### src/rtl/lfu_led_tracker.sv
// Five-item LFU residency tracker driving one LED per item, updated once per
// prescaled tick; timed_clk is the exported tick square wave.

module lfu_slot #(
  parameter int CNT_W = 4
) (
  input  logic             clk,
  input  logic             rst,
  input  logic             i_ins,
  input  logic             i_hit,
  input  logic             i_evict,
  output logic             o_res,
  output logic [CNT_W-1:0] o_cnt
);
  localparam logic [CNT_W-1:0] CMAX = '1;

  logic             r_res;
  logic [CNT_W-1:0] r_cnt;

  always_ff @(posedge clk or negedge rst) begin
    if (!rst) begin
      r_res <= 1'b0;
      r_cnt <= '0;
    end else if (i_evict) begin
      r_res <= 1'b0;
      r_cnt <= '0;
    end else if (i_ins) begin
      r_res <= 1'b1;
      r_cnt <= CNT_W'(1);
    end else if (i_hit && (r_cnt != CMAX)) begin
      r_cnt <= r_cnt + CNT_W'(1);
    end
  end

  assign o_res = r_res;
  assign o_cnt = r_cnt;
endmodule

module lfu_led_tracker #(
  parameter int TICK_DIV = 8,
  parameter int CNT_W    = 4,
  parameter int CAPACITY = 4
) (
  input  logic clk,
  input  logic rst,
  input  logic b1,
  input  logic b2,
  input  logic b3,
  input  logic b4,
  input  logic b5,
  output logic l1,
  output logic l2,
  output logic l3,
  output logic l4,
  output logic l5,
  output logic timed_clk
);
  localparam int NUM_ITEMS = 5;
  localparam int IDX_W     = 3;
  localparam int PC_W      = (TICK_DIV > 2) ? $clog2(TICK_DIV) : 1;
  localparam int HALF      = TICK_DIV / 2;

  logic [PC_W-1:0] r_pcnt;
  logic [PC_W-1:0] w_pcnt_nxt;
  logic            r_tclk;
  logic            w_tick;

  assign w_pcnt_nxt = (r_pcnt == PC_W'(TICK_DIV - 1)) ? '0 : r_pcnt + PC_W'(1);
  // The tick edge is the one that raises timed_clk.
  assign w_tick     = (w_pcnt_nxt == PC_W'(HALF));

  always_ff @(posedge clk or negedge rst) begin
    if (!rst) begin
      r_pcnt <= '0;
      r_tclk <= 1'b0;
    end else begin
      r_pcnt <= w_pcnt_nxt;
      r_tclk <= (w_pcnt_nxt >= PC_W'(HALF));
    end
  end

  assign timed_clk = r_tclk;

  logic [NUM_ITEMS-1:0]            w_btn;
  logic [NUM_ITEMS-1:0]            w_res;
  logic [NUM_ITEMS-1:0][CNT_W-1:0] w_cnt;
  logic [NUM_ITEMS-1:0]            w_ins;
  logic [NUM_ITEMS-1:0]            w_hit;
  logic [NUM_ITEMS-1:0]            w_evict;

  assign w_btn = {b5, b4, b3, b2, b1};

  logic             w_req_vld;
  logic [IDX_W-1:0] w_req_idx;
  logic [IDX_W-1:0] w_occ;
  logic             w_full;
  logic             w_vic_vld;
  logic [IDX_W-1:0] w_vic_idx;
  logic [CNT_W-1:0] w_vic_cnt;
  logic             w_req_res;

  // Descending scan so the lowest-numbered button wins.
  always_comb begin
    w_req_vld = 1'b0;
    w_req_idx = '0;
    for (int i = NUM_ITEMS - 1; i >= 0; i--) begin
      if (w_btn[i]) begin
        w_req_vld = 1'b1;
        w_req_idx = IDX_W'(i);
      end
    end
  end

  always_comb begin
    w_occ = '0;
    for (int i = 0; i < NUM_ITEMS; i++) begin
      w_occ = w_occ + IDX_W'(w_res[i]);
    end
  end

  assign w_full    = (w_occ >= IDX_W'(CAPACITY));
  assign w_req_res = w_res[w_req_idx];

  // Strict less-than keeps the lowest index on count ties. The requested item
  // is non-resident on a miss, so it can never be picked here.
  always_comb begin
    w_vic_vld = 1'b0;
    w_vic_idx = '0;
    w_vic_cnt = '1;
    for (int i = 0; i < NUM_ITEMS; i++) begin
      if (w_res[i] && (!w_vic_vld || (w_cnt[i] < w_vic_cnt))) begin
        w_vic_vld = 1'b1;
        w_vic_idx = IDX_W'(i);
        w_vic_cnt = w_cnt[i];
      end
    end
  end

  logic w_act;
  logic w_miss;
  logic w_do_evict;

  assign w_act      = w_tick && w_req_vld;
  assign w_miss     = w_act && !w_req_res;
  assign w_do_evict = w_miss && w_full && w_vic_vld;

  genvar g;
  generate
    for (g = 0; g < NUM_ITEMS; g++) begin : g_slot
      assign w_hit[g]   = w_act && w_req_res && (w_req_idx == IDX_W'(g));
      assign w_ins[g]   = w_miss && (w_req_idx == IDX_W'(g)) && (!w_full || w_vic_vld);
      assign w_evict[g] = w_do_evict && (w_vic_idx == IDX_W'(g));

      lfu_slot #(.CNT_W(CNT_W)) u_slot (
        .clk     (clk),
        .rst     (rst),
        .i_ins   (w_ins[g]),
        .i_hit   (w_hit[g]),
        .i_evict (w_evict[g]),
        .o_res   (w_res[g]),
        .o_cnt   (w_cnt[g])
      );
    end
  endgenerate

  assign l1 = w_res[0];
  assign l2 = w_res[1];
  assign l3 = w_res[2];
  assign l4 = w_res[3];
  assign l5 = w_res[4];
endmodule

### config.mk
export PLATFORM = sky130hd
export DESIGN_NAME = lfu_led_tracker
export DESIGN_NICKNAME = d
export VERILOG_FILES = /design/src/rtl/lfu_led_tracker.sv
export SDC_FILE = /design/constraint.sdc
export NUM_CORES = 1
export LEC_CHECK = 0
export BUFFER_PORTS_ARGS = -buffer_cell sky130_fd_sc_hd__buf_2
export CAP_MARGIN = 20
export CORE_MARGIN = 1
export CORE_UTILIZATION = 62
export DETAILED_ROUTE_END_ITERATION = 8
export HOLD_SLACK_MARGIN = 0.1
export PLACE_DENSITY = 0.85
export SLEW_MARGIN = 10
export SYNTH_ARGS = -nofsm -noshare
export SYNTH_HDL_FRONTEND = slang
export SYNTH_SLANG_ARGS = --single-unit
### constraint.sdc
create_clock -name clk -period 7.7 [get_ports clk]
set_input_delay 0.77 -clock clk [delete_from_list [all_inputs] [get_ports clk]]
set_output_delay 0.77 -clock clk [all_outputs]
set_load 0.01 [all_outputs]
After elaboration in Yosys (flattened, before gate mapping)
Cells that the tools add are included.
{ "word_totals": {"ff_bits": 29, "wordCells": 152} }
{ "op_classes": {"add_sub_neg": 10, "order_cmp": 7, "n_eq_ne": 15, "mux": 51, "n_reduce_logical": 57} }
{ "ops": {"columns": ["op", "count"], "rows": [
  ["2-to-1 mux 4 bit", 19],
  ["logical AND 1 bit", 34],
  ["2-to-1 mux 3 bit", 9],
  ["2-to-1 mux 1 bit", 22],
  ["adder 4 x 1 -> 4 bit (second input constant)", 5],
  ["inequality test 4 bit (second input constant)", 5],
  ["less-than comparator 4 bit", 4],
  ["nonzero test 3 bit", 5],
  ["== test 3 x 2 -> 1 bit (second input constant)", 4],
  ["== test 3 bit (second input constant)", 4],
  ["nonzero test 2 bit", 5],
  ["adder 3 x 1 -> 3 bit", 2],
  ["== test 3 x 1 -> 1 bit (second input constant)", 2],
  ["greater-or-equal comparator 3 bit (second input constant)", 2],
  ["logical NOT 1 bit", 6],
  ["logical NOT 3 bit", 2],
  ["logical OR 1 bit", 5],
  ["less-than comparator 3 x 4 -> 1 bit (second input constant)", 1],
  ["adder 2 x 1 -> 3 bit", 1],
  ["adder 3 x 1 -> 3 bit (second input constant)", 1],
  ["binary-select mux 1 bit (select 3 bit)", 1],
  ["adder 1 x 1 -> 2 bit", 1]
]} }

Longest topological paths before layout
Gate-level depths: netlist of run 1.
{ "logic_depth": {"depth_word": 21, "depth_mapped": 34, "mapped_depth_nobuf": 33} }

Cells and area by module
From an unflattened synthesis of run 1, not the netlist that was laid out.
{ "hier_totals": {"hier_cells": 278, "area_unflattened_um2": 2359.8} }
{ "by_module_without_submodules": {"columns": ["module", "instances", "cells_per_inst", "area_per_inst_um2", "seq_area_each_um2"], "rows": [
  ["lfu_slot", 5, 25, 247.7, 125.1],
  ["lfu_led_tracker", 1, 153, 1121.1, 100.1]
]} }

Least setup slack after synthesis of run 1
OpenSTA, ideal clock, no wires.
{ "synth_timing": {"kind": "register -> register", "start": "reg g_slot[0].u_slot.r_res", "end": "reg g_slot[1].u_slot.r_cnt[1]", "arrival_time_ns": 6.222, "t_required_ns": 7.628, "path_slack_ns": 1.406, "stages_incl_launch_ff": 32, "n_path_buf": 1, "synth_period_minus_slack_ns": 6.294, "cell_sequence": "dfrtp_1 buf_2 inv_1 nor2_1 ha_1 nand2_1 o31ai_4 a21oi_4 mux2i_1 inv_1 ha_1 nand2b_1 nor3b_1 mux2_4 a31oi_4 nand2_1 mux2_2 ha_1 a21o_1 a21oi_1 a21o_1 nand2_1 a21boi_2 mux2_2 ha_1 a21o_1 or3b_2 o21ai_0 nor2b_1 nor4b_1 or2_2 nor2_1"} }
{ "synth_between": {"elab_chain_cells": 21, "elab_cells_between_ends": 52} }
{ "synth_lines": {"columns": ["item", "line_no", "source"], "rows": [
  ["from (decl)", "17", "logic r_res;"],
  ["from (signal assigned)", "22", "r_res <= 1'b0;"],
  ["from (signal assigned)", "25", "r_res <= 1'b0;"],
  ["from (signal assigned)", "28", "r_res <= 1'b1;"],
  ["branches (longest 21 deep; another with less-than comparator 4 bit)", null, null],
  ["to (signal assigned)", "31", "r_cnt <= r_cnt + CNT_W'(1);"],
  ["to (decl)", "18", "logic [CNT_W-1:0] r_cnt;"]
]} }
Parallel ways; which one is timed is not known. The select of a mux whose other input is x is not followed.
A chain may end at the register's enable or synchronous reset.

Worst setup path after layout of run 1
{ "layout_timing": {"start": "reg g_slot[0].u_slot.r_cnt[3]", "end": "reg g_slot[3].u_slot.r_cnt[3]"} }
{ "layout_between": {"elab_chain_cells": 21, "elab_cells_between_ends": 35} }
{ "layout_lines": {"columns": ["item", "line_no", "source"], "rows": [
  ["from (decl)", "18", null],
  ["from (signal assigned)", "31", null],
  ["2-to-1 mux 4 bit *", "131", "if (w_res[i] && (!w_vic_vld || (w_cnt[i] < w_vic_cnt))) begin"],
  ["branches (longest 20 deep; another with less-than comparator 4 bit)", null, null],
  ["to (signal assigned)", "31", null],
  ["to (decl)", "18", null]
]} }
Mark *: on every way between the ends.

==> results by stage, run 1 <==
Timing:
- Setup violations remaining at the end of the flow were counted as 0.
- Setup repair after global routing left no endpoint under its margin.
- After routing, the total negative slack on setup checks comes to 0 ps.
- The worst clock skew is 8.85 ps.
- The final clock period utilization by the worst path is 88.2%.
- The minimum period implied by the final worst setup slack is ~6800 ps.
- The final count of hold timing violations came to 0.
- The final number of max-transition violations is 0.
- Based on the critical path, the design can be clocked at up to 147 MHz.
- The worst pin sits at a relative slew slack of 44.6%.
- The slew of the pin with the lowest slew margin is 824 ps.

Route:
- In the final routed layout, each cell accounts on average for 16.9 um.
- After detailed routing, the number of remaining DRC violations is 0.
- In this run, the number of DRC markers left after iteration 0 of detailed routing was 112.
- The first detailed-routing pass took 4 iterations.
- The final route contains 2055 vias.
- The wire length after detailed routing is around 5500 um.
- The count of antenna-violating nets left after detailed routing is 0.
- The mean number of vias per cell is roughly 6.3.

Clock network:
- In this run the clock root is driven by a sky130_fd_sc_hd__clkbuf_8.
- The longest clock path from root to sink contains 2 buffers.
- At the later pin of the worst-skew pair, clock insertion delay measures 290 ps.
- TritonCTS built the clock tree.
- The number of gates resized after cts is 0.
- The number of clock buffers added by TritonCTS is 5.
- The H-tree depth is 2.
- After clock tree synthesis, the setup repair step added 0 buffers.
- Clock tree synthesis found a total of 29 sinks.
- The number of buffers inserted by hold repair at cts is 0.
- After clock tree synthesis, the clock-pin slew on the worst setup and hold paths is ~60 ps.

Global routing:
- For met2 alone, demand over resource in global routing was 49.7%.
- The met3 capacity usage during global routing is 4.17%.
- The met1 track utilization from global routing is 36.8%.
- The maximum number of pins on one net before global-route repair is 30.
- The most used routing layer is met2.
- The wire length of the first global-routing pass is 9600 um.
- The number of global-route vias before repair is 2094.
- Summed over all layers, the global routing overflow is 0.
- The initial antenna violation count is 0.
- The total global-route track usage is slightly below 30%.

Die:
- The die is 65.2 um tall.
- After floorplanning, the core was divided into 22 placement rows.
- The effective utilization at floorplan is between 60% and 70%.
- Pin placement for this block handled 13 I/O pins.
- The floorplan die area is 4250 um2.
- The region available for standard cell placement spans 3740 um2.
- The horizontal extent of the die is around 65 um.

Yosys:
- The sequential area share after synthesis is between 20 and 30%.
- The number of nets in the synthesized netlist is 288.
- The number of different library cells used by synthesis comes to between 60 and 70.
- For this run, the number of Yosys warnings is 0.
- The synthesized design contains 0 enable-type register cells.
- Ranked by total cell area, the synthesized netlist is headed by sky130_fd_sc_hd__dfrtp_1 (29%), sky130_fd_sc_hd__ha_1 (8.6%), sky130_fd_sc_hd__nor2_1 (5.0%).
- The number of instances in the synthesized netlist is approximately 260.
- After synthesis, the most frequently instantiated cells are sky130_fd_sc_hd__nor2_1 (33), sky130_fd_sc_hd__dfrtp_1 (29), sky130_fd_sc_hd__nand2_1 (18), sky130_fd_sc_hd__ha_1 (17), sky130_fd_sc_hd__inv_1 (14).
- Among all cell types in the netlist, the one instantiated most often is sky130_fd_sc_hd__nor2_1.
- The mapped netlist covers approximately 2500 um2.
- The most used flip-flop cell after synthesis is sky130_fd_sc_hd__dfrtp_1.
- Of the post-synthesis cell area, the dominant cell type holds 29.3%.
- For this run, asynchronously set or reset flops after synthesis account for 100%.
- The synthesized area divided by synthesized cell count is 9.42 um2.
- sky130_fd_sc_hd__dfrtp_1 takes more of the synthesized area than any other cell.
- The number of storage elements in the synthesis netlist is 29.

Critical path:
- The number of buffers and inverters on the critical path is 1.
- The cell seen most often among critical-path stages is sky130_fd_sc_hd__ha_1.
- The kind of launch point of the worst setup path is a flip-flop.
- The highest-delay cell along the critical path is sky130_fd_sc_hd__dfrtp_1.
- The data required time of the critical path is 7860 ps.
- The stage delay of the slowest cell on the critical path is 420 ps.
- The cell count of the worst reg-to-reg path is 31.
- The worst register-to-register path begins at g_slot[0].u_slot.o_cnt[3].
- The setup slack on the worst flop-to-flop path is between 900 and 1000 ps.
- At the worst endpoint, the arrival time is 6950 ps.
- The kind of cell with the highest combined delay along the critical path is compound AO/OA/AOI/OAI gates.
- Of all nets on the critical path, the largest fanout is 8.
- The type of destination of the critical path is a flip-flop.
- The terminus of the critical flop-to-flop path is g_slot[3].u_slot.o_cnt[3].
- The setup path with the least slack is of type reg2reg.

Final layout:
- The ratio of cells with drive above 1 in the final layout is between 10% and 20%.
- The share of the core filled with cells is 71.1%.
- The number of antenna cells inserted is 0.
- The area growth from synthesis to layout is 7.37%.
- The number of standard cells in the layout, taps in and fillers out is 327.
- The layout has 304 filler cells.
- The net count of the finished layout is 304.

Pwr:
- The total power after layout is about 0.74 mW.
- The analysis attributes to cell leakage a power of 1.15 nW.
- Dividing total power by cell area gives a power density of approximately 280 nW/um2.
- The largest voltage drop on the vdd net is 173 uV.

Min path:
- The cell depth of the worst hold path is 1.
- The sink of the worst hold path is r_pcnt[0].
- The type of the worst min-delay path is reg2reg.
- The launch instance of the worst min-delay path is r_pcnt[0].

Placement:
- The post-DP HPWL is 4180 um.
- The count of buffers inserted at the top-level ports is 12.
- Routability-driven placement finished with a final weighted congestion of 0.830.
- The number of cells in the design after placement is 320.

Run status:
- The run finished with clean final reports.

Run:
- The max-cap violation count is 0.
## report_power, final
part	internal (mW)	switching, mW	leakage (nW)
registers	0.175	0.0469	0.364
logic	0.172	0.219	0.739
clock network	0.0708	0.0599	0.0443
## worst max path at each step
stage,from,end,cells after the start
detailed placement,g_slot[0].u_slot.o_cnt[3],g_slot[3].u_slot.o_cnt[3],31
global route,g_slot[0].u_slot.o_res,g_slot[1].u_slot.o_cnt[3],31
global placement,g_slot[0].u_slot.o_cnt[3],g_slot[3].u_slot.o_cnt[3],31
CTS,g_slot[0].u_slot.o_cnt[3],g_slot[1].u_slot.o_cnt[3],29
floorplan,g_slot[0].u_slot.o_res,g_slot[1].u_slot.o_cnt[1],31
finish,g_slot[0].u_slot.o_cnt[3],g_slot[3].u_slot.o_cnt[3],31
## stage by stage
step,worst slack (ps),cell area (um2),hold WS [ps]
6_report,908,2660,465
5_1_grt,477,2660,474
4_1_cts,999,2660,458
3_5_place_dp,996,2570,450
3_3_place_gp,1250,2570,444
2_1_floorplan,1410,2480,417
## area by class of cell
| class | count | area [um2] | area share, % |
|---|---|---|---|
| multi-input cells | 216 | 1670 | 62.7 |
| flip-flops and latches | 29 | 726 | 27.3 |
| clock buffers | 7 | 86.3 | 3.25 |
| repair buffers | 13 | 67.6 | 2.54 |
| well taps | 48 | 60.1 | 2.26 |
| inverters | 14 | 52.6 | 1.98 |
## registers in the layout, summed over array words and instances, names as in the netlist
| register | flops |
|---|---|
| timed_clk | 1 |
| r_pcnt | 3 |
| g_slot.u_slot.o_res | 5 |
| g_slot.u_slot.o_cnt | 20 |
## worst reg2reg max path: cells and delay by family, from the launching register on
kind                     cells  cell delay, ps
buffers and inverters        1              70
AND/OR/NAND/NOR             12            2050
multiplexers                 3             810
adder cells (fa/ha/maj)      4            1160
flip-flops                   1             420
AO/OA/AOI/OAI               11            2140
## routing by layer
metal / routed length, um / up-vias
li1: - / 1000
met1: 2340 / 970
met2: 2700 / 68
met3: 301 / 17
met4: 174 / 0
met5: 0 / -
## cells by family after synthesis
| family | count (synthesis) | synth area share (%) |
|---|---|---|
| AND/OR/NAND/NOR | 114 | 26.2 |
| AO/OA/AOI/OAI | 59 | 21.6 |
| flip-flops | 29 | 29.3 |
| adder cells (fa/ha/maj) | 19 | 9.80 |
| buffers and inverters | 18 | 3.38 |
| XOR/XNOR | 13 | 4.90 |
| multiplexers | 11 | 4.85 |
## cell usage in the layout (no fill, tap or decap), types with 5 or more instances in the layout
| cell type | count |
|---|---|
| sky130_fd_sc_hd__a21o_1 | 6 |
| sky130_fd_sc_hd__nand2_1 | 18 |
| sky130_fd_sc_hd__xor2_1 | 7 |
| sky130_fd_sc_hd__a21oi_1 | 10 |
| sky130_fd_sc_hd__mux2i_1 | 6 |
| sky130_fd_sc_hd__buf_2 | 12 |
| sky130_fd_sc_hd__clkbuf_8 | 6 |
| sky130_fd_sc_hd__nand2b_1 | 7 |
| sky130_fd_sc_hd__nor2b_1 | 9 |
| sky130_fd_sc_hd__o21a_1 | 5 |
| sky130_fd_sc_hd__ha_1 | 17 |
| sky130_fd_sc_hd__o21ai_0 | 8 |
| sky130_fd_sc_hd__inv_1 | 14 |
| sky130_fd_sc_hd__nand4_1 | 7 |
| sky130_fd_sc_hd__dfrtp_1 | 29 |
| sky130_fd_sc_hd__nor3_1 | 5 |
| sky130_fd_sc_hd__xnor2_1 | 5 |
| sky130_fd_sc_hd__nor2_1 | 33 |
| sky130_fd_sc_hd__a311oi_2 | 5 |
Note: power is estimated with default switching activity, not from simulation.
==> inputs of run 2 (changes only) <==
--- a/config.mk
+++ b/config.mk
@@ -8,11 +8,12 @@
 export BUFFER_PORTS_ARGS = -buffer_cell sky130_fd_sc_hd__buf_2
 export CAP_MARGIN = 20
 export CORE_MARGIN = 1
-export CORE_UTILIZATION = 62
+export CORE_UTILIZATION = 40
 export DETAILED_ROUTE_END_ITERATION = 8
 export HOLD_SLACK_MARGIN = 0.1
-export PLACE_DENSITY = 0.85
+export PLACE_DENSITY = 0.67
 export SLEW_MARGIN = 10
 export SYNTH_ARGS = -nofsm -noshare
 export SYNTH_HDL_FRONTEND = slang
+export SYNTH_HIERARCHICAL = 1
 export SYNTH_SLANG_ARGS = --single-unit
==> run 2 against run 1 <==
Effect of this change: final cell count up 13%; maximum frequency down 3.2%; critical path depth down 1; global-route usage down 10 points; utilization down 25 points; combinational power down 39%; synthesized cell count up 5.7%; area after synthesis down 4.7%; clock power about the same.
==> results by stage, run 2 <==
Placement:
- The final weighted congestion in routability-driven placement is 0.841 (was 0.830).
- The count of buffers inserted at the top-level ports came to 12 (unchanged).
- The post-DP HPWL is 4130 um (was 4180 um).
- The placed instance area is 2510 um2 (was 2570 um2).

Yosys:
- The warning count from the yosys run is 6 (was 0).
- The synthesized cell area is 2360 um2 (was 2480 um2).
- The share of the synthesized area in the top cell type is 30.8% (was 29.3%).
- The number of enable-type register cells in the synthesized netlist is 0 (unchanged).
- The sequential area share after synthesis is 30.8% (was 29.3%).
- The number of instances in the synthesized netlist is 278 (was 263).
- The synthesized area divided by synthesized cell count is 8.49 um2 (was 9.42 um2).
- The number of storage elements in the synthesis netlist came to 29 (unchanged).
- The share of flip-flops with an asynchronous set or reset after synthesis is 100% (unchanged).
- The distinct cell type count after synthesis is 49 (was 68).
- The number of nets in the synthesized netlist is 303 (was 288).
- The leading cell type by number of instances after synthesis is sky130_fd_sc_hd__nor2_1 (unchanged).
- Most common library cells after synthesis: sky130_fd_sc_hd__nor2_1 (40), sky130_fd_sc_hd__dfrtp_1 (29), sky130_fd_sc_hd__inv_1 (25), sky130_fd_sc_hd__nand2_1 (20), sky130_fd_sc_hd__ha_1 (17) (was sky130_fd_sc_hd__nor2_1 (33), sky130_fd_sc_hd__dfrtp_1 (29), sky130_fd_sc_hd__nand2_1 (18), sky130_fd_sc_hd__ha_1 (17), sky130_fd_sc_hd__inv_1 (14)).
- Synth area leaders: sky130_fd_sc_hd__dfrtp_1 (31%), sky130_fd_sc_hd__ha_1 (9.0%), sky130_fd_sc_hd__nor2_1 (6.4%) (was sky130_fd_sc_hd__dfrtp_1 (29%), sky130_fd_sc_hd__ha_1 (8.6%), sky130_fd_sc_hd__nor2_1 (5.0%)).
- The leading register cell type out of synthesis is sky130_fd_sc_hd__dfrtp_1 (unchanged).
- The cell accounting for the most synthesized area is sky130_fd_sc_hd__dfrtp_1 (unchanged).

Clock network:
- The count of clock tree sinks came to 29 (unchanged).
- The maximum buffer depth of the clock tree came to 2 (unchanged).
- The number of gates resized after cts is 0 (unchanged).
- The post-CTS setup buffer count was 0 (unchanged).
- The number of buffers inserted by hold repair at cts is 0 (unchanged).
- The number of buffers created by CTS is 5 (unchanged).
- The H-tree depth was 2 (unchanged).
- The CTS tree is yes (unchanged).
- The buffer type at the clock tree root is sky130_fd_sc_hd__clkbuf_8 (unchanged).
- The clock latency at the later pin of the worst-skew pair is 280 ps (was 290 ps).
- The clock transition at the register clock pins on the worst setup and hold paths after CTS is 60 ps (about the same).

Final layout:
- The post-route cell area came to 2610 um2 (was 2660 um2).
- The number of flip-flops in the largest register is 20 (unchanged).
- The number of antenna cells inserted is 0 (unchanged).
- The net count of the finished layout is 322 (was 304).
- The commonest non-fill, non-tap cell in the layout is sky130_fd_sc_hd__nor2_1 (unchanged).
- The ratio of cells with drive above 1 in the final layout came to 12.8% (was 19.4%).
- Most frequent cells in the layout: sky130_fd_sc_hd__nor2_1 (40), sky130_fd_sc_hd__dfrtp_1 (29), sky130_fd_sc_hd__inv_1 (25) (was sky130_fd_sc_hd__nor2_1 (33), sky130_fd_sc_hd__dfrtp_1 (29), sky130_fd_sc_hd__nand2_1 (18)).
- The area growth from synthesis to layout came to 10.4% (was 7.37%).

Route:
- The routed wirelength normalized by instance count is 14.9 um (was 16.9 um).
- The count of antenna-violating nets left after detailed routing came to 0 (unchanged).
- The count of vias placed by the detailed router is 2134 (was 2055).
- The mean number of vias per cell is 5.78 (was 6.28).
- The wire length after detailed routing is 5490 um (was 5520 um).
- The remaining routing DRC violations was 0 (unchanged).
- The violation count after the first detailed-route iteration was 88 (was 112).
- The number of iterations in the first detailed-routing pass was 4 (unchanged).

Critical path:
- The stage delay of the slowest cell on the critical path is 500 ps (was 420 ps).
- The data required time of the critical path was 7850 ps (was 7860 ps).
- The kind of launch point of the worst setup path is a flip-flop (unchanged).
- The number of buffers and inverters on the critical path is 3 (was 1).
- The cell type group with the largest total delay on the critical path is compound AO/OA/AOI/OAI gates (unchanged).
- The cell seen most often among critical-path stages is sky130_fd_sc_hd__ha_1 (unchanged).
- The highest-delay cell along the critical path was sky130_fd_sc_hd__dfrtp_1 (unchanged).
- The critical-path maximum fanout is 9 (was 8).
- The type of the setup path with the least slack was reg2reg (unchanged).
- The arrival time at the worst endpoint is 7170 ps (was 6950 ps).
- The type of destination of the critical path is a flip-flop (unchanged).

Timing:
- The final count of hold timing violations is 0 (unchanged).
- The worst clock skew came to 7.57 ps (was 8.85 ps).
- The final clock period utilization by the worst path was 91.1% (was 88.2%).
- The setup total negative slack is 0 ps (unchanged).
- RSZ-0062 raised after global routing: false (unchanged).
- The minimum period implied by the final worst setup slack is 7020 ps (was 6790 ps).
- The achievable frequency is 143 MHz (was 147 MHz).
- The final count of negative-setup-slack endpoints is 0 (unchanged).
- The slew of the pin with the lowest slew margin is 943 ps (was 824 ps).
- The final number of max-transition violations was 0 (unchanged).
- The remaining max-slew budget at the tightest pin is 36.3% (was 44.6%).

Die:
- The floorplan die height is 78.8 um (was 65.2 um).
- The count of standard-cell rows is 27 (was 22).
- The horizontal extent of the die is 78.8 um (was 65.2 um).
- The count of pins on the block boundary is 13 (unchanged).
- The effective utilization at floorplan is 42.1% (was 66.2%).
- The floorplan die area was 6210 um2 (was 4250 um2).
- The core box area is 5610 um2 (was 3740 um2).

Run:
- The max-cap violation count is 0 (unchanged).

Global routing:
- The initial antenna violation count is 0 (unchanged).
- The maximum number of pins on one net before global-route repair came to 30 (unchanged).
- The number of global-route vias before repair is 1943 (was 2094).
- The sum of overflow across all layers after global routing came to 0 (unchanged).
- The wire length of the first global-routing pass is 9330 um (was 9600 um).
- The total global-route track usage was 19.4% (was 29.6%).

Pwr:
- The standby leakage power is 1.10 nW (was 1.15 nW).
- The largest voltage drop on the vdd net was 127 uV (was 173 uV).
- The power density relative to cell area is 219 nW/um2 (was 280 nW/um2).

Run status:
- Status: finished, final reports clean (unchanged).

Min path:
- The type of the worst min-delay path is reg2reg (unchanged).
## run 2: cell types whose count changed after synthesis, sizes merged, moves of 5 or more
cell,previous run,this run
a21oi,11,16
and3,0,6
inv,14,25
nand4b,0,6
nor2,33,40
nor2b,10,5
o211ai,4,13
xnor2,5,0
xor2,8,1
## run 2: report_power, final
group          switching [mW]  internal, mW
Clock                  0.0571        0.0708
Combinational           0.130         0.109
Sequential             0.0347         0.168
## run 2: per-layer routing
metal / up-vias / wire [um] / track usage [%]
met5: - / 0 / 0
met4: 0 / 75 / 7.59
met3: 5 / 232 / 3.22
met2: 43 / 2390 / 29.7
met1: 1008 / 2790 / 27.2
li1: 1078 / - / -
## run 2: cell families (layout without fill, tap and decap cells)
logic type / Yosys count / count (layout) / synth area share (%)
buffers and inverters: 26 / 45 / 4.14
adder cells (fa/ha/maj): 19 / 19 / 10.3
XOR/XNOR: 1 / 1 / 0.371
AND/OR/NAND/NOR: 112 / 112 / 25.7
multiplexers: 9 / 9 / 4.08
flip-flops: 29 / 29 / 30.8
AO/OA/AOI/OAI: 82 / 82 / 24.7
## run 2: final timing paths
path,startpoint,end,slack [ps],depth (start not counted)
worst max-delay path,g_slot[0].u_slot/o_res,g_slot[4].u_slot/o_cnt[3],680,30
worst min-delay path,r_pcnt[0],r_pcnt[0],450,1
worst max register to register,g_slot[0].u_slot/o_res,g_slot[4].u_slot/o_cnt[3],680,30
worst min register to register,r_pcnt[0],r_pcnt[0],450,1
max in group asynchronous,rst,g_slot[4].u_slot/o_cnt[2],6760,1
min in group asynchronous,rst,g_slot[1].u_slot/o_cnt[1],520,1
## run 2: layout make-up
class | count | area (um2)
Clock buffer | 7 | 86.3
Fill cell | 570 | 3000
Multi-Input combinational cell | 223 | 1540
Sequential cell | 29 | 726
Tap cell | 72 | 90.1
Inverter | 25 | 93.8
Timing Repair Buffer | 13 | 67.6
## run 2: through the flow
stage,hold slack (ps),cells,power [mW],util (%),worst slack (ps)
6_report,446,369,0.570,46.5,685
3_5_place_dp,444,362,0.440,44.8,563
5_1_grt,489,369,0.613,46.5,119
3_3_place_gp,433,362,0.437,44.8,799
2_1_floorplan,419,278,0.384,-,1300
4_1_cts,453,369,0.572,46.4,536
==> inputs of run 3 (changes only) <==
--- a/config.mk
+++ b/config.mk
@@ -12,6 +12,7 @@
 export DETAILED_ROUTE_END_ITERATION = 8
 export HOLD_SLACK_MARGIN = 0.1
 export PLACE_DENSITY = 0.67
+export SETUP_SLACK_MARGIN = 0.1
 export SLEW_MARGIN = 10
 export SYNTH_ARGS = -nofsm -noshare
 export SYNTH_HDL_FRONTEND = slang
==> constraint.sdc (replaced) <==
create_clock -name clk -period 8.3 [get_ports clk]
set_input_delay 0.83 -clock clk [delete_from_list [all_inputs] [get_ports clk]]
set_output_delay 0.83 -clock clk [all_outputs]
set_load 0.01 [all_outputs]
==> run 3 against run 2 <==
Effect of this change: maximum frequency is 3.1% lower; setup slack improved by 370 ps; final area is essentially flat; final cell count rose by 0.27%; die area unchanged; global-route usage decreased by 0.39 points; clock power fell by 8%; first-iteration DRC count is 3.4% higher; critical path type unchanged; largest cell class unchanged; largest power group unchanged; highest routed layer unchanged.
==> results by stage, run 3 (synthesis results as in run 2) <==
Run status:
- Status: finished, final reports clean (unchanged).

Critical path:
- The data required time of the critical path is 8460 ps (was 7850 ps).
- The setup slack on the worst flop-to-flop path was 1060 ps (was 680 ps).
- The type of destination of the critical path is a flip-flop (unchanged).
- The launch point of the worst reg-to-reg path is g_slot[0].u_slot/o_res (unchanged).
- The startpoint of the worst setup timing path is g_slot[0].u_slot/o_res (unchanged).
- The stage delay of the slowest cell on the critical path came to 550 ps (was 500 ps).
- The arrival time at the worst endpoint was 7410 ps (was 7170 ps).
- The kind of launch point of the worst setup path is a flip-flop (unchanged).
- The highest-delay cell along the critical path is sky130_fd_sc_hd__nor4b_1 (was sky130_fd_sc_hd__dfrtp_1).
- The critical-path maximum fanout is 9 (unchanged).
- The cell seen most often among critical-path stages was sky130_fd_sc_hd__ha_1 (unchanged).
- The cell count of the worst reg-to-reg path is 30 (unchanged).
- The type of the setup path with the least slack is reg2reg (unchanged).

Final layout:
- Most frequent cells in the layout: sky130_fd_sc_hd__nor2_1 (40), sky130_fd_sc_hd__dfrtp_1 (29), sky130_fd_sc_hd__inv_1 (25) (unchanged).
- The ratio of cells with drive above 1 in the final layout is 12.8% (about the same).
- The share of the core filled with cells was 46.5% (about the same).
- The number of standard cells in the layout, taps in and fillers out is 370 (was 369).
- The area growth from synthesis to layout came to 10.4% (about the same).
- The number of flip-flops in the largest register is 20 (unchanged).
- The final-layout fill cell count is 576 (was 570).
- The footprint of the flip-flops and latches is 726 um2 (unchanged).
- The net count of the finished layout is 323 (was 322).
- The area taken by multi-input logic gates came to 1540 um2 (about the same).
- The number of antenna cells inserted is 0 (unchanged).
- The commonest non-fill, non-tap cell in the layout is sky130_fd_sc_hd__nor2_1 (unchanged).

Timing:
- The minimum hold slack is 454 ps (was 446 ps).
- The final count of hold timing violations is 0 (unchanged).
- The final clock period utilization by the worst path is 87.3% (was 91.1%).
- The final count of negative-setup-slack endpoints is 0 (unchanged).
- The minimum period implied by the final worst setup slack was 7240 ps (was 7020 ps).
- The slew of the pin with the lowest slew margin is 804 ps (was 943 ps).
- The worst clock skew was 5.94 ps (was 7.57 ps).
- The setup total negative slack came to 0 ps (unchanged).
- The achievable frequency was 138 MHz (was 143 MHz).
- The final number of max-transition violations is 0 (unchanged).
- The remaining max-slew budget at the tightest pin came to 45.0% (was 36.3%).
- RSZ-0062 raised after global routing: false (unchanged).
- The final worst-path setup slack was 1060 ps (was 685 ps).

Min path:
- The launch instance of the worst min-delay path is r_pcnt[0] (unchanged).
- The cell depth of the worst hold path is 1 (unchanged).
- The type of the worst min-delay path is reg2reg (unchanged).

Clock network:
- The post-CTS setup buffer count was 0 (unchanged).
- The clock latency at the later pin of the worst-skew pair is 280 ps (about the same).
- The maximum buffer depth of the clock tree was 2 (unchanged).
- The clock transition at the register clock pins on the worst setup and hold paths after CTS came to 60 ps (about the same).
- The number of gates resized after cts is 0 (unchanged).
- The buffer type at the clock tree root is sky130_fd_sc_hd__clkbuf_8 (unchanged).
- The number of buffers created by CTS is 5 (unchanged).
- The H-tree depth is 2 (unchanged).
- The count of clock tree sinks is 29 (unchanged).
- The number of buffers inserted by hold repair at cts is 0 (unchanged).
- The CTS tree is yes (unchanged).

Global routing:
- The wire length of the first global-routing pass is 9160 um (was 9330 um).
- The sum of overflow across all layers after global routing is 0 (unchanged).
- The initial antenna violation count came to 0 (unchanged).
- The number of global-route vias before repair came to 1945 (was 1943).
- The total global-route track usage is 19.0% (was 19.4%).
- The maximum number of pins on one net before global-route repair is 30 (unchanged).

Route:
- The count of vias placed by the detailed router is 2109 (was 2134).
- The remaining routing DRC violations is 0 (unchanged).
- The wire length after detailed routing is 5340 um (was 5490 um).
- The number of iterations in the first detailed-routing pass came to 4 (unchanged).
- The count of antenna-violating nets left after detailed routing is 0 (unchanged).
- The mean number of vias per cell came to 5.70 (was 5.78).
- The routed wirelength normalized by instance count was 14.4 um (was 14.9 um).
- The violation count after the first detailed-route iteration is 91 (was 88).

Die:
- The count of pins on the block boundary was 13 (unchanged).
- The core box area is 5610 um2 (unchanged).
- The floorplan die height is 78.8 um (unchanged).
- The floorplan die area came to 6210 um2 (unchanged).
- The effective utilization at floorplan came to 42.1% (unchanged).
- The count of standard-cell rows is 27 (unchanged).
- The horizontal extent of the die is 78.8 um (unchanged).

Placement:
- The post-DP HPWL came to 4110 um (was 4130 um).
- The number of cells in the design after placement was 362 (unchanged).
- The setup slack after placement is 1160 ps (was 563 ps).
- The final weighted congestion in routability-driven placement is 0.842 (was 0.841).
- The count of buffers inserted at the top-level ports is 12 (unchanged).

Pwr:
- The power share of the combinational group is 42.1% (was 42.0%).
- The clock network fraction of design power is 22.4% (about the same).
- The largest voltage drop on the vdd net is 84.2 uV (was 127 uV).
- The power dissipated by switching net loads came to 0.204 mW (was 0.222 mW).
- The power density relative to cell area is 202 nW/um2 (was 219 nW/um2).
- The fraction of power spent switching nets is 38.7% (was 39.0%).
- The standby leakage power is 1.10 nW (about the same).
- The share of total power in sequential cells is 35.4% (was 35.5%).
- The internal portion of total power is 0.323 mW (was 0.348 mW).

Run:
- The max-cap violation count is 0 (unchanged).
run 3: critical path, delay by kind of cell (launching register included):
kind | cells | cell delay [ps]
multiplexers | 3 | 1050
AND/OR/NAND/NOR | 8 | 1540
buffers and inverters | 3 | 290
flip-flops | 1 | 520
AO/OA/AOI/OAI | 12 | 2580
adder cells (fa/ha/maj) | 4 | 1150
run 3: routing by layer:
layer,global-route usage [%],routed length (um),up-vias
met2,29.3,2350,33
met3,3.22,164,8
met4,6.48,74,0
met5,0,0,-
li1,-,-,1074
met1,26.8,2750,994
run 3: per-stage QoR:
| stage | area (um2) | total power, mW |
|---|---|---|
| 2_1_floorplan | 2360 | 0.357 |
| 3_3_place_gp | 2510 | 0.406 |
| 3_5_place_dp | 2510 | 0.408 |
| 4_1_cts | 2600 | 0.531 |
| 5_1_grt | 2610 | 0.567 |
| 6_report | 2610 | 0.526 |
run 3: path summary, 6_finish.rpt:
kind                                             end
setup / recovery           g_slot[4].u_slot/o_cnt[1]
hold / removal                             r_pcnt[0]
setup reg to reg           g_slot[4].u_slot/o_cnt[1]
hold reg to reg                            r_pcnt[0]
max in group asynchronous     g_slot[1].u_slot/o_res
min in group asynchronous                  r_pcnt[0]
run 3: final cells by class:
type	count	share of cell area (%)
Timing Repair Buffer	14	2.79
Clock buffer	7	3.31
Sequential cell	29	27.9
Multi-Input combinational cell	223	59.0
Tap cell	72	3.46
Inverter	25	3.60
run 3: power by group through the flow:
stage               Clock, mW  Combinational, mW  Sequential [mW]
CTS                     0.123              0.221            0.186
global route            0.128              0.249            0.190
global placement            0              0.217            0.189
finish                  0.118              0.222            0.186
detailed placement          0              0.220            0.188
floorplan                   0              0.176            0.181
